[config.mk]
export PLATFORM = sky130hd
export DESIGN_NAME = vga_timing_gen_flat
export DESIGN_NICKNAME = d
export VERILOG_FILES = /design/src/rtl/vga_pkg.sv /design/src/rtl/vga_timing_gen_if.sv /design/src/rtl/vga_axis_counter.sv /design/src/rtl/vga_timing_gen.sv /design/src/flat_wrapper.sv
export SDC_FILE = /design/constraint.sdc
export NUM_CORES = 1
export LEC_CHECK = 0
export ABC_CLOCK_PERIOD_IN_PS = 2700
export CORE_UTILIZATION = 35
export DETAILED_ROUTE_END_ITERATION = 8
export DONT_BUFFER_PORTS = 1
export PLACE_DENSITY = 0.5
export SLEW_MARGIN = 20
export SYNTH_ARGS = -nofsm -noshare
export SYNTH_HDL_FRONTEND = slang
export SYNTH_SLANG_ARGS = --single-unit
[constraint.sdc]
create_clock -name clk -period 2.7 [get_ports clk]
set_input_delay 0.54 -clock clk [delete_from_list [all_inputs] [get_ports clk]]
set_output_delay 0.54 -clock clk [all_outputs]
set_load 0.02 [all_outputs]
[src/rtl/vga_pkg.sv]
// vga_pkg: shared VGA timing types, the default 640x480@60 mode and alternate mode sets.
package vga_pkg;
    localparam int VGA_CW = 11;
    typedef logic [VGA_CW-1:0] vga_coord_t;
    typedef struct packed {
        vga_coord_t vis;
        vga_coord_t front;
        vga_coord_t sync;
        vga_coord_t back;
    } vga_timing_t;
    localparam vga_timing_t VGA_640_H = '{vis: 11'd640, front: 11'd16, sync: 11'd96, back: 11'd48};
    localparam vga_timing_t VGA_640_V = '{vis: 11'd480, front: 11'd10, sync: 11'd2, back: 11'd33};
    localparam bit VGA_640_HPOL = 1'b0;
    localparam bit VGA_640_VPOL = 1'b0;
    // 800x600@72 from a 50 MHz pixel rate, positive syncs
    localparam vga_timing_t VGA_800_H = '{vis: 11'd800, front: 11'd56, sync: 11'd120, back: 11'd64};
    localparam vga_timing_t VGA_800_V = '{vis: 11'd600, front: 11'd37, sync: 11'd6, back: 11'd23};
    localparam bit VGA_800_HPOL = 1'b1;
    localparam bit VGA_800_VPOL = 1'b1;
    // 320x240 pixel-doubled: half-rate pixels on the 640x480 raster
    localparam vga_timing_t VGA_320_H = '{vis: 11'd320, front: 11'd8, sync: 11'd48, back: 11'd24};
    localparam vga_timing_t VGA_320_V = '{vis: 11'd240, front: 11'd5, sync: 11'd1, back: 11'd16};
    function automatic int vga_total(vga_timing_t t);
        return int'(t.vis) + int'(t.front) + int'(t.sync) + int'(t.back);
    endfunction
endpackage

[src/rtl/vga_timing_gen_if.sv]
// vga_timing_gen_if: enable/pixel-strobe inputs and registered timing outputs of the generator.
interface vga_timing_gen_if #(
    parameter int CW = 11,
    parameter int FRAME_W = 16
);
    logic en;
    logic pix_en;
    logic hsync;
    logic vsync;
    logic active;
    logic [CW-1:0] x_pos;
    logic [CW-1:0] y_pos;
    logic line_start;
    logic frame_start;
    logic vblank_start;
    logic [FRAME_W-1:0] frame_cnt;
    modport master (
        input  en, pix_en,
        output hsync, vsync, active, x_pos, y_pos, line_start, frame_start, vblank_start, frame_cnt
    );
    modport slave (
        output en, pix_en,
        input  hsync, vsync, active, x_pos, y_pos, line_start, frame_start, vblank_start, frame_cnt
    );
endinterface

[src/rtl/vga_axis_counter.sv]
// vga_axis_counter: one timing axis (visible, front porch, sync, back porch) with wrap
// detection and segment decode; used once per line and once per frame.
module vga_axis_counter #(
    parameter int VIS = 640,
    parameter int FRONT = 16,
    parameter int SYNC = 96,
    parameter int BACK = 48,
    parameter int CW = 11
) (
    input  logic clk,
    input  logic rst_n,
    input  logic clr,
    input  logic adv,
    output logic [CW-1:0] cnt,
    output logic wrap,
    output logic in_vis,
    output logic in_sync
);
    localparam logic [CW-1:0] LAST = CW'(VIS + FRONT + SYNC + BACK - 1);
    localparam logic [CW-1:0] VIS_END = CW'(VIS);
    localparam logic [CW-1:0] SYNC_FIRST = CW'(VIS + FRONT);
    localparam logic [CW-1:0] SYNC_LAST = CW'(VIS + FRONT + SYNC - 1);
    always_ff @(posedge clk or negedge rst_n)
        if (!rst_n) cnt <= '0;
        else if (clr) cnt <= '0;
        else if (adv) cnt <= (cnt == LAST) ? '0 : cnt + 1'b1;
    always_comb begin
        wrap = adv && cnt == LAST;
        in_vis = cnt < VIS_END;
        in_sync = cnt >= SYNC_FIRST && cnt <= SYNC_LAST;
    end
endmodule

[src/rtl/vga_timing_gen.sv]
// vga_timing_gen: parametrised VGA sync/coordinate generator stepped by a pixel strobe.
// Outputs are registered and reflect the (h, v) held on the last advancing cycle.
module vga_timing_gen
    import vga_pkg::*;
#(
    parameter int H_VIS = int'(VGA_640_H.vis),
    parameter int H_FRONT = int'(VGA_640_H.front),
    parameter int H_SYNC = int'(VGA_640_H.sync),
    parameter int H_BACK = int'(VGA_640_H.back),
    parameter int V_VIS = int'(VGA_640_V.vis),
    parameter int V_FRONT = int'(VGA_640_V.front),
    parameter int V_SYNC = int'(VGA_640_V.sync),
    parameter int V_BACK = int'(VGA_640_V.back),
    parameter bit H_SYNC_POL = VGA_640_HPOL,
    parameter bit V_SYNC_POL = VGA_640_VPOL,
    parameter int CW = VGA_CW,
    parameter int FRAME_W = 16
) (
    input logic clk,
    input logic rst_n,
    vga_timing_gen_if.master bus
);
    localparam logic [CW-1:0] V_BLANK = CW'(V_VIS);
    logic adv, started, h_wrap, unused_v_wrap, h_vis, v_vis, h_sync, v_sync;
    logic d_hs, d_vs, d_act, d_ls, d_fs, d_vb;
    logic [CW-1:0] h, v, d_x, d_y;
    assign adv = bus.en && bus.pix_en;
    vga_axis_counter #(.VIS(H_VIS), .FRONT(H_FRONT), .SYNC(H_SYNC), .BACK(H_BACK), .CW(CW)) u_h (
        .clk(clk), .rst_n(rst_n), .clr(!bus.en), .adv(adv),
        .cnt(h), .wrap(h_wrap), .in_vis(h_vis), .in_sync(h_sync)
    );
    vga_axis_counter #(.VIS(V_VIS), .FRONT(V_FRONT), .SYNC(V_SYNC), .BACK(V_BACK), .CW(CW)) u_v (
        .clk(clk), .rst_n(rst_n), .clr(!bus.en), .adv(h_wrap),
        .cnt(v), .wrap(unused_v_wrap), .in_vis(v_vis), .in_sync(v_sync)
    );
    // Decode collapses to idle values while disabled, so one load path serves both cases.
    always_comb begin
        d_act = bus.en && h_vis && v_vis;
        d_hs = (bus.en && h_sync) ? H_SYNC_POL : !H_SYNC_POL;
        d_vs = (bus.en && v_sync) ? V_SYNC_POL : !V_SYNC_POL;
        d_x = d_act ? h : '0;
        d_y = d_act ? v : '0;
        d_ls = bus.en && h == '0;
        d_fs = d_ls && v == '0;
        d_vb = d_ls && v == V_BLANK;
    end
    always_ff @(posedge clk or negedge rst_n)
        if (!rst_n) begin
            bus.hsync <= !H_SYNC_POL;
            bus.vsync <= !V_SYNC_POL;
            bus.active <= 1'b0;
            bus.x_pos <= '0;
            bus.y_pos <= '0;
            bus.line_start <= 1'b0;
            bus.frame_start <= 1'b0;
            bus.vblank_start <= 1'b0;
        end else if (adv || !bus.en) begin
            bus.hsync <= d_hs;
            bus.vsync <= d_vs;
            bus.active <= d_act;
            bus.x_pos <= d_x;
            bus.y_pos <= d_y;
            bus.line_start <= d_ls;
            bus.frame_start <= d_fs;
            bus.vblank_start <= d_vb;
        end else begin
            bus.line_start <= 1'b0;
            bus.frame_start <= 1'b0;
            bus.vblank_start <= 1'b0;
        end
    // The frame that opens after reset or enable is not yet a completed frame.
    always_ff @(posedge clk or negedge rst_n)
        if (!rst_n) begin
            started <= 1'b0;
            bus.frame_cnt <= '0;
        end else if (!bus.en) begin
            started <= 1'b0;
        end else if (adv && d_fs) begin
            started <= 1'b1;
            if (started) bus.frame_cnt <= bus.frame_cnt + 1'b1;
        end
endmodule

[src/flat_wrapper.sv]
// flat-port wrapper written by rule: the top's interface ports become plain ports
module vga_timing_gen_flat import vga_pkg::*;
#(
    parameter int H_VIS = int'(VGA_640_H.vis),
    parameter int H_FRONT = int'(VGA_640_H.front),
    parameter int H_SYNC = int'(VGA_640_H.sync),
    parameter int H_BACK = int'(VGA_640_H.back),
    parameter int V_VIS = int'(VGA_640_V.vis),
    parameter int V_FRONT = int'(VGA_640_V.front),
    parameter int V_SYNC = int'(VGA_640_V.sync),
    parameter int V_BACK = int'(VGA_640_V.back),
    parameter bit H_SYNC_POL = VGA_640_HPOL,
    parameter bit V_SYNC_POL = VGA_640_VPOL,
    parameter int CW = VGA_CW,
    parameter int FRAME_W = 16
)
  (clk, rst_n, bus_en, bus_pix_en, bus_hsync, bus_vsync, bus_active, bus_x_pos, bus_y_pos, bus_line_start, bus_frame_start, bus_vblank_start, bus_frame_cnt);
  vga_timing_gen_if #(.CW(CW), .FRAME_W(FRAME_W)) bus_i ();
  input logic clk;
  input logic rst_n;
  input wire logic [$bits(bus_i.en)-1:0] bus_en;
  input wire logic [$bits(bus_i.pix_en)-1:0] bus_pix_en;
  output wire logic [$bits(bus_i.hsync)-1:0] bus_hsync;
  output wire logic [$bits(bus_i.vsync)-1:0] bus_vsync;
  output wire logic [$bits(bus_i.active)-1:0] bus_active;
  output wire logic [$bits(bus_i.x_pos)-1:0] bus_x_pos;
  output wire logic [$bits(bus_i.y_pos)-1:0] bus_y_pos;
  output wire logic [$bits(bus_i.line_start)-1:0] bus_line_start;
  output wire logic [$bits(bus_i.frame_start)-1:0] bus_frame_start;
  output wire logic [$bits(bus_i.vblank_start)-1:0] bus_vblank_start;
  output wire logic [$bits(bus_i.frame_cnt)-1:0] bus_frame_cnt;
  assign bus_i.en = bus_en;
  assign bus_i.pix_en = bus_pix_en;
  assign bus_hsync = bus_i.hsync;
  assign bus_vsync = bus_i.vsync;
  assign bus_active = bus_i.active;
  assign bus_x_pos = bus_i.x_pos;
  assign bus_y_pos = bus_i.y_pos;
  assign bus_line_start = bus_i.line_start;
  assign bus_frame_start = bus_i.frame_start;
  assign bus_vblank_start = bus_i.vblank_start;
  assign bus_frame_cnt = bus_i.frame_cnt;
  vga_timing_gen #(.H_VIS(H_VIS), .H_FRONT(H_FRONT), .H_SYNC(H_SYNC), .H_BACK(H_BACK), .V_VIS(V_VIS), .V_FRONT(V_FRONT), .V_SYNC(V_SYNC), .V_BACK(V_BACK), .H_SYNC_POL(H_SYNC_POL), .V_SYNC_POL(V_SYNC_POL), .CW(CW), .FRAME_W(FRAME_W)) u_core (.clk(clk), .rst_n(rst_n), .bus(bus_i));
endmodule
# == After elaboration in Yosys (flattened, before gate mapping) ==
# Index checks and enable logic that the tools add are counted.
# classes
order_cmp,6
n_eq_ne,6
n_reduce_logical,17
addsub,3
n_mux,15
# op_table
operator,count
2-to-1 mux 11 bit,8
"adder 11 x 1 -> 11 bit, second input constant",2
"== test 11 x 10 -> 1 bit, second input constant",2
zero test 11 bit,2
"adder 16 x 1 -> 16 bit, second input constant",1
logical AND 1 bit,12
"== test 11 x 9 -> 1 bit, second input constant",1
">= comparator 11 x 10 -> 1 bit, second input constant",1
">= comparator 11 x 9 -> 1 bit, second input constant",1
"<= comparator 11 x 10 -> 1 bit, second input constant",1
"<= comparator 11 x 9 -> 1 bit, second input constant",1
"< comparator 11 x 10 -> 1 bit, second input constant",1
"< comparator 11 x 9 -> 1 bit, second input constant",1
2-to-1 mux 1 bit,7
"inequality test 2 x 1 -> 1 bit, second input constant",3
AND reduction 3 bit,1
zero test 1 bit,1
logical OR 1 bit,1
# word_totals
word_cells,59
output_inout_bits,44
inputBits,4
regBits,67

# == Longest topological paths before layout ==
# logic_depth
ltp_word,6
mapped_depth,8

# == Modules after synthesis ==
# Synthesis repeated with hierarchy kept, for this count alone.
# unflattened
cells_unflattened,286
area_unflattened_um2,3230.6
# modules_own_cells
mod,n_inst,area_per_inst_um2,cells_per_inst
vga_timing_gen,1,1854.3,140
vga_axis_counter at u_core.u_v,1,710.7,76
vga_axis_counter at u_core.u_h,1,665.6,70

# == Least setup slack after synthesis ==
# No wires, ideal clock.
# synth_path
path_kind,reg-to-reg
start,register u_core.u_v.cnt[0]
end,register u_core.bus.frame_cnt[1]
path_stages_with_launch,8
setup_ps,125
path_buffers,1
arrival_time_ps,2110
setup_slack_ps,465
period_less_slack_ps,2235
cell_sequence,dfrtp_1 -> inv_1 -> ha_1 -> or3b_1 -> or4_1 -> buf_6 -> nor2_1 -> mux2_2
# synth_between
elab_chain_cells,4
# synth_rtl
element,line_no,text
start: declaration,vga_axis_counter.sv:14,"output logic [CW-1:0] cnt,"
start signal: assignment,vga_axis_counter.sv:26,else if (adv) cnt <= (cnt == LAST) ? '0 : cnt + 1'b1;
zero test 11 bit,vga_timing_gen.sv:44,d_fs = d_ls && v == '0;
logical AND 1 bit,vga_timing_gen.sv:44,
logical AND 1 bit,vga_timing_gen.sv:78,end else if (adv && d_fs) begin
AND reduction 3 bit (no source line),--,
end signal: assignment,vga_timing_gen.sv:80,if (started) bus.frame_cnt <= bus.frame_cnt + 1'b1;
end: declaration,vga_timing_gen_if.sv:19,"output hsync, vsync, active, x_pos, y_pos, line_start, frame_start, vblank_start, frame_cnt"
# No other way between the ends.
# A chain may end at the register's enable or synchronous reset.

# == Worst setup path in the final report ==
# layout_path
start,register u_core.u_v.cnt[1]
end,register u_core.bus.frame_cnt[1]
# The elaborated chain is that of the path after synthesis.

==> results.py <==
metrics = {
    "synthesis": {
        "yosysMostFrequentCell": "dfrtp_1",
        "synth_area_per_cell_sq_um": 10.1,
        "yosys-top-cells-area": "dfrtp_1 50%, a22o_1 5.1%, xor2_1 4.8%",
        "synth_edf_count": 0,
        "synth_ff_type": "dfrtp_1",
        "yosysUniqueCellTypes": 44,
        "ys_top_cells_by_count": "65 x dfrtp_1, 32 x nand2_1, 21 x clkbuf_1",
        "synth-async-reset-ratio": 1.00,
        "ys_seq_area_frac": 0.512,
        "syn_inst": 324,
        "synth_top_area_cell": "dfrtp_1",
        "synth_top_area_share": 0.496,
        "syn_area_sq_um": 3280,
        "ys_ff_latch": 67,
        "syn-num-nets": 333,
        "yosysWarnings": 0,
    },
    "critical_path": {
        "rrSetupSlack_ns": 0.31,
        "critical_path_required_ns": 2.94,
        "cp_data_arrival_time_ns": 2.63,
        "slowest_stage": "or4_1",
        "slowest_delay_ns": 0.48,
        "crit_path_end_kind": "flop",
        "crit_buf_inv": 2,
        "worst_setup_path_start_kind": "flop",
        "critPathTopFamily": "simple AND/OR/NAND/NOR gates",
        "path_cells": "inv_1 -> ha_1 -> or3b_1 -> or4_1 -> buf_4 -> nor2_1 -> mux2_2",
        "crit_fanout": 17,
        "crit_type": "reg -> reg",
    },
    "placement": {
        "io_buffers": 0,
        "dpl_worst_slack_ns": 0.299,
        "dpl_cell_area_sq_um": 3400,
        "dp.final_hpwl_um": 5130,
        "dp.cells": 421,
        "gp_congestion": 0.807,
    },
    "timing": {
        "slew_headroom": 0.599,
        "rsz0062_at_grt": "false",
        "post-route-period-util": 0.887,
        "drv_slew": 0,
        "hold_viol": 0,
        "clock.fmax_ghz": 0.418,
        "finalClockSkew_ns": 0.00805,
        "fin_crit_ns": 2.39,
        "finalSetupTns_ns": 0,
        "setup_slack_ns": 0.306,
        "setup_viol": 0,
        "worst_pin_slew_ns": 0.596,
    },
    "grt": {
        "track_usage": 0.170,
        "grt_max_degree": 66,
        "grt-ovfl-total": 0,
        "antenna_found_initial": 0,
        "grt_pass1_vias": 2560,
        "grt_pass1_wl_um": 13000,
    },
    "cells_and_area": {
        "nets": 334,
        "drive_above_1_share": 0.118,
        "final_area_sq_um": 3680,
        "fillCellCount": 881,
        "n_antenna_cell": 0,
        "syn_to_final_growth_pct": 12.2,
        "fin_cells": 438,
    },
    "pwr": {
        "combPwrFrac": 0.043,
        "finalPower_mw": 2.22,
        "internal-power_mw": 1.70,
        "switching_power_mw": 0.525,
        "power_frac_seq": 0.482,
        "peakVddDrop_v": 0.000403,
        "switching_share": 0.236,
        "power_density_nw_per_um2": 604,
        "p_leak_nw": 1.66,
        "clkPwrFrac": 0.475,
    },
    "cts": {
        "clock_path_buffers": 2,
        "cts_num_sinks": 67,
        "post-cts-setup-buffers": 0,
        "htreeDepth": 3,
        "tritoncts": "done",
        "clkTransAtPathRegs_ns": 0.08,
        "cts_hold_buffers": 1,
        "clockRootBuffer": "clkbuf_8",
        "clkLatencyLatePin_ns": 0.35,
        "cts_resized": 0,
        "cts_buffers": 9,
    },
    "drt": {
        "via_count": 2487,
        "drt_pass1_iterations": 4,
        "ant_nets": 0,
        "drc": 0,
        "routed_wl_um": 7680,
        "vias_per_cell": 5.68,
        "drt_iter0_drc": 140,
        "post_drt_wl_per_cell_um": 17.5,
    },
    "die": {
        "io_pins": 48,
        "die-width_um": 98.8,
        "die_y_um": 98.8,
        "rows": 34,
        "start_util": 0.369,
        "dieArea_sq_um": 9750,
        "coreArea_sq_um": 8890,
    },
    "worst_hold_path": {
        "hold_path_class": "in -> async",
    },
    "flow_run": {
        "cap_violations": 0,
    },
    "status": {
        "outcome": "finished clean",
    },
}
[flip-flops by register name (all words and copies together), names as in the netlist]
| signal | flops |
|---|---|
| u_core.bus.active | 1 |
| u_core.bus.frame_cnt | 16 |
| u_core.bus.frame_start | 1 |
| u_core.bus.hsync | 1 |
| u_core.bus.line_start | 1 |
| u_core.bus.vblank_start | 1 |
| u_core.bus.vsync | 1 |
| u_core.bus.x_pos | 11 |
| u_core.bus.y_pos | 11 |
| u_core.started | 1 |
| u_core.u_h.cnt | 11 |
| u_core.u_v.cnt | 11 |
[final cells by class]
cell class / instances / area (sq um) / area share
inverters: 12 / 45.0 / 0.0122
flip-flops and latches: 67 / 1680 / 0.457
repair buffers: 15 / 133 / 0.0361
clock inverters: 6 / 113 / 0.0306
clock buffers: 10 / 138 / 0.0374
multi-input cells: 220 / 1440 / 0.390
well taps: 108 / 135 / 0.0367
[power by group through the flow]
stage | registers, mW | clock network (mW) | logic, mW
floorplan | 1.08 | 0 | 0.0574
global placement | 1.09 | 0 | 0.0732
detailed placement | 1.09 | 0 | 0.0738
CTS | 1.07 | 1.08 | 0.0991
global route | 1.08 | 1.11 | 0.112
finish | 1.07 | 1.06 | 0.0956
[worst reg2reg max path: cells and delay by family, from the launching register on]
| family | cells | cell delay [ns] |
|---|---|---|
| flops | 1 | 0.45 |
| buf+inv | 2 | 0.30 |
| fa+ha+maj | 1 | 0.16 |
| simple gates | 3 | 1.03 |
| mux | 1 | 0.35 |
[path summary, 6_finish.rpt]
check,from,end,depth (start not counted)
max,u_core.u_v.cnt[1]$_DFFE_PN0P_,u_core.bus.frame_cnt[1]$_DFFE_PN0P_,7
min,rst_n,u_core.bus.vsync$_DFFE_PN1P_,0
max reg2reg,u_core.u_v.cnt[1]$_DFFE_PN0P_,u_core.bus.frame_cnt[1]$_DFFE_PN0P_,7
min reg2reg,u_core.started$_DFFE_PN0P_,u_core.started$_DFFE_PN0P_,2
max in group asynchronous,rst_n,u_core.u_h.cnt[6]$_DFFE_PN0P_,1
min in group clk,bus_en,u_core.started$_DFFE_PN0P_,2
[through the flow]
step                hold slack [ns]  utilization
floorplan                     0.244            -
global placement              0.246        0.382
detailed placement            0.246        0.382
CTS                          0.0102        0.414
global route                0.00633        0.414
finish                       0.0219        0.414
[logic make-up after synthesis]
group / synth area share
adders and majority gates: 0.0191
buffers and inverters: 0.0504
AOI/OAI and AO/OA: 0.128
xor gates and xnor gates: 0.0481
DFF: 0.512
muxes: 0.00687
and+or+nand+nor: 0.235
[placed cells by master, fill, tap and decap left out, types with 3 or more instances in the layout]
| cell type | synthesis | routed |
|---|---|---|
| dfrtp_1 | 65 | 65 |
| nand2_1 | 32 | 32 |
| nand3_1 | 19 | 19 |
| a22o_1 | 19 | 19 |
| xor2_1 | 18 | 18 |
| nand4_1 | 15 | 15 |
| buf_4 | 0 | 14 |
| inv_1 | 12 | 12 |
| nor4_1 | 12 | 12 |
| nor3_1 | 12 | 12 |
| nor2_1 | 11 | 10 |
| clkbuf_8 | 0 | 10 |
| o21ai_0 | 9 | 9 |
| a31oi_1 | 8 | 8 |
| and4_1 | 7 | 7 |
| o211ai_1 | 6 | 6 |
| a21oi_1 | 6 | 6 |
| or3_1 | 5 | 5 |
| and2_1 | 5 | 5 |
| ha_1 | 5 | 5 |
| or4_1 | 3 | 3 |
| nand3b_1 | 3 | 3 |
| bufinv_16 | 0 | 3 |
[routing by layer]
layer  wire length, um  global-route usage  vias to the layer above
met1              3730               0.229                     1213
met2              3400               0.253                       67
met4               138              0.0758                        0
met3               413              0.0518                       11
met5                 0                   0                        -
li1                  -                   -                     1196
(Power assumes the default switching activity.)
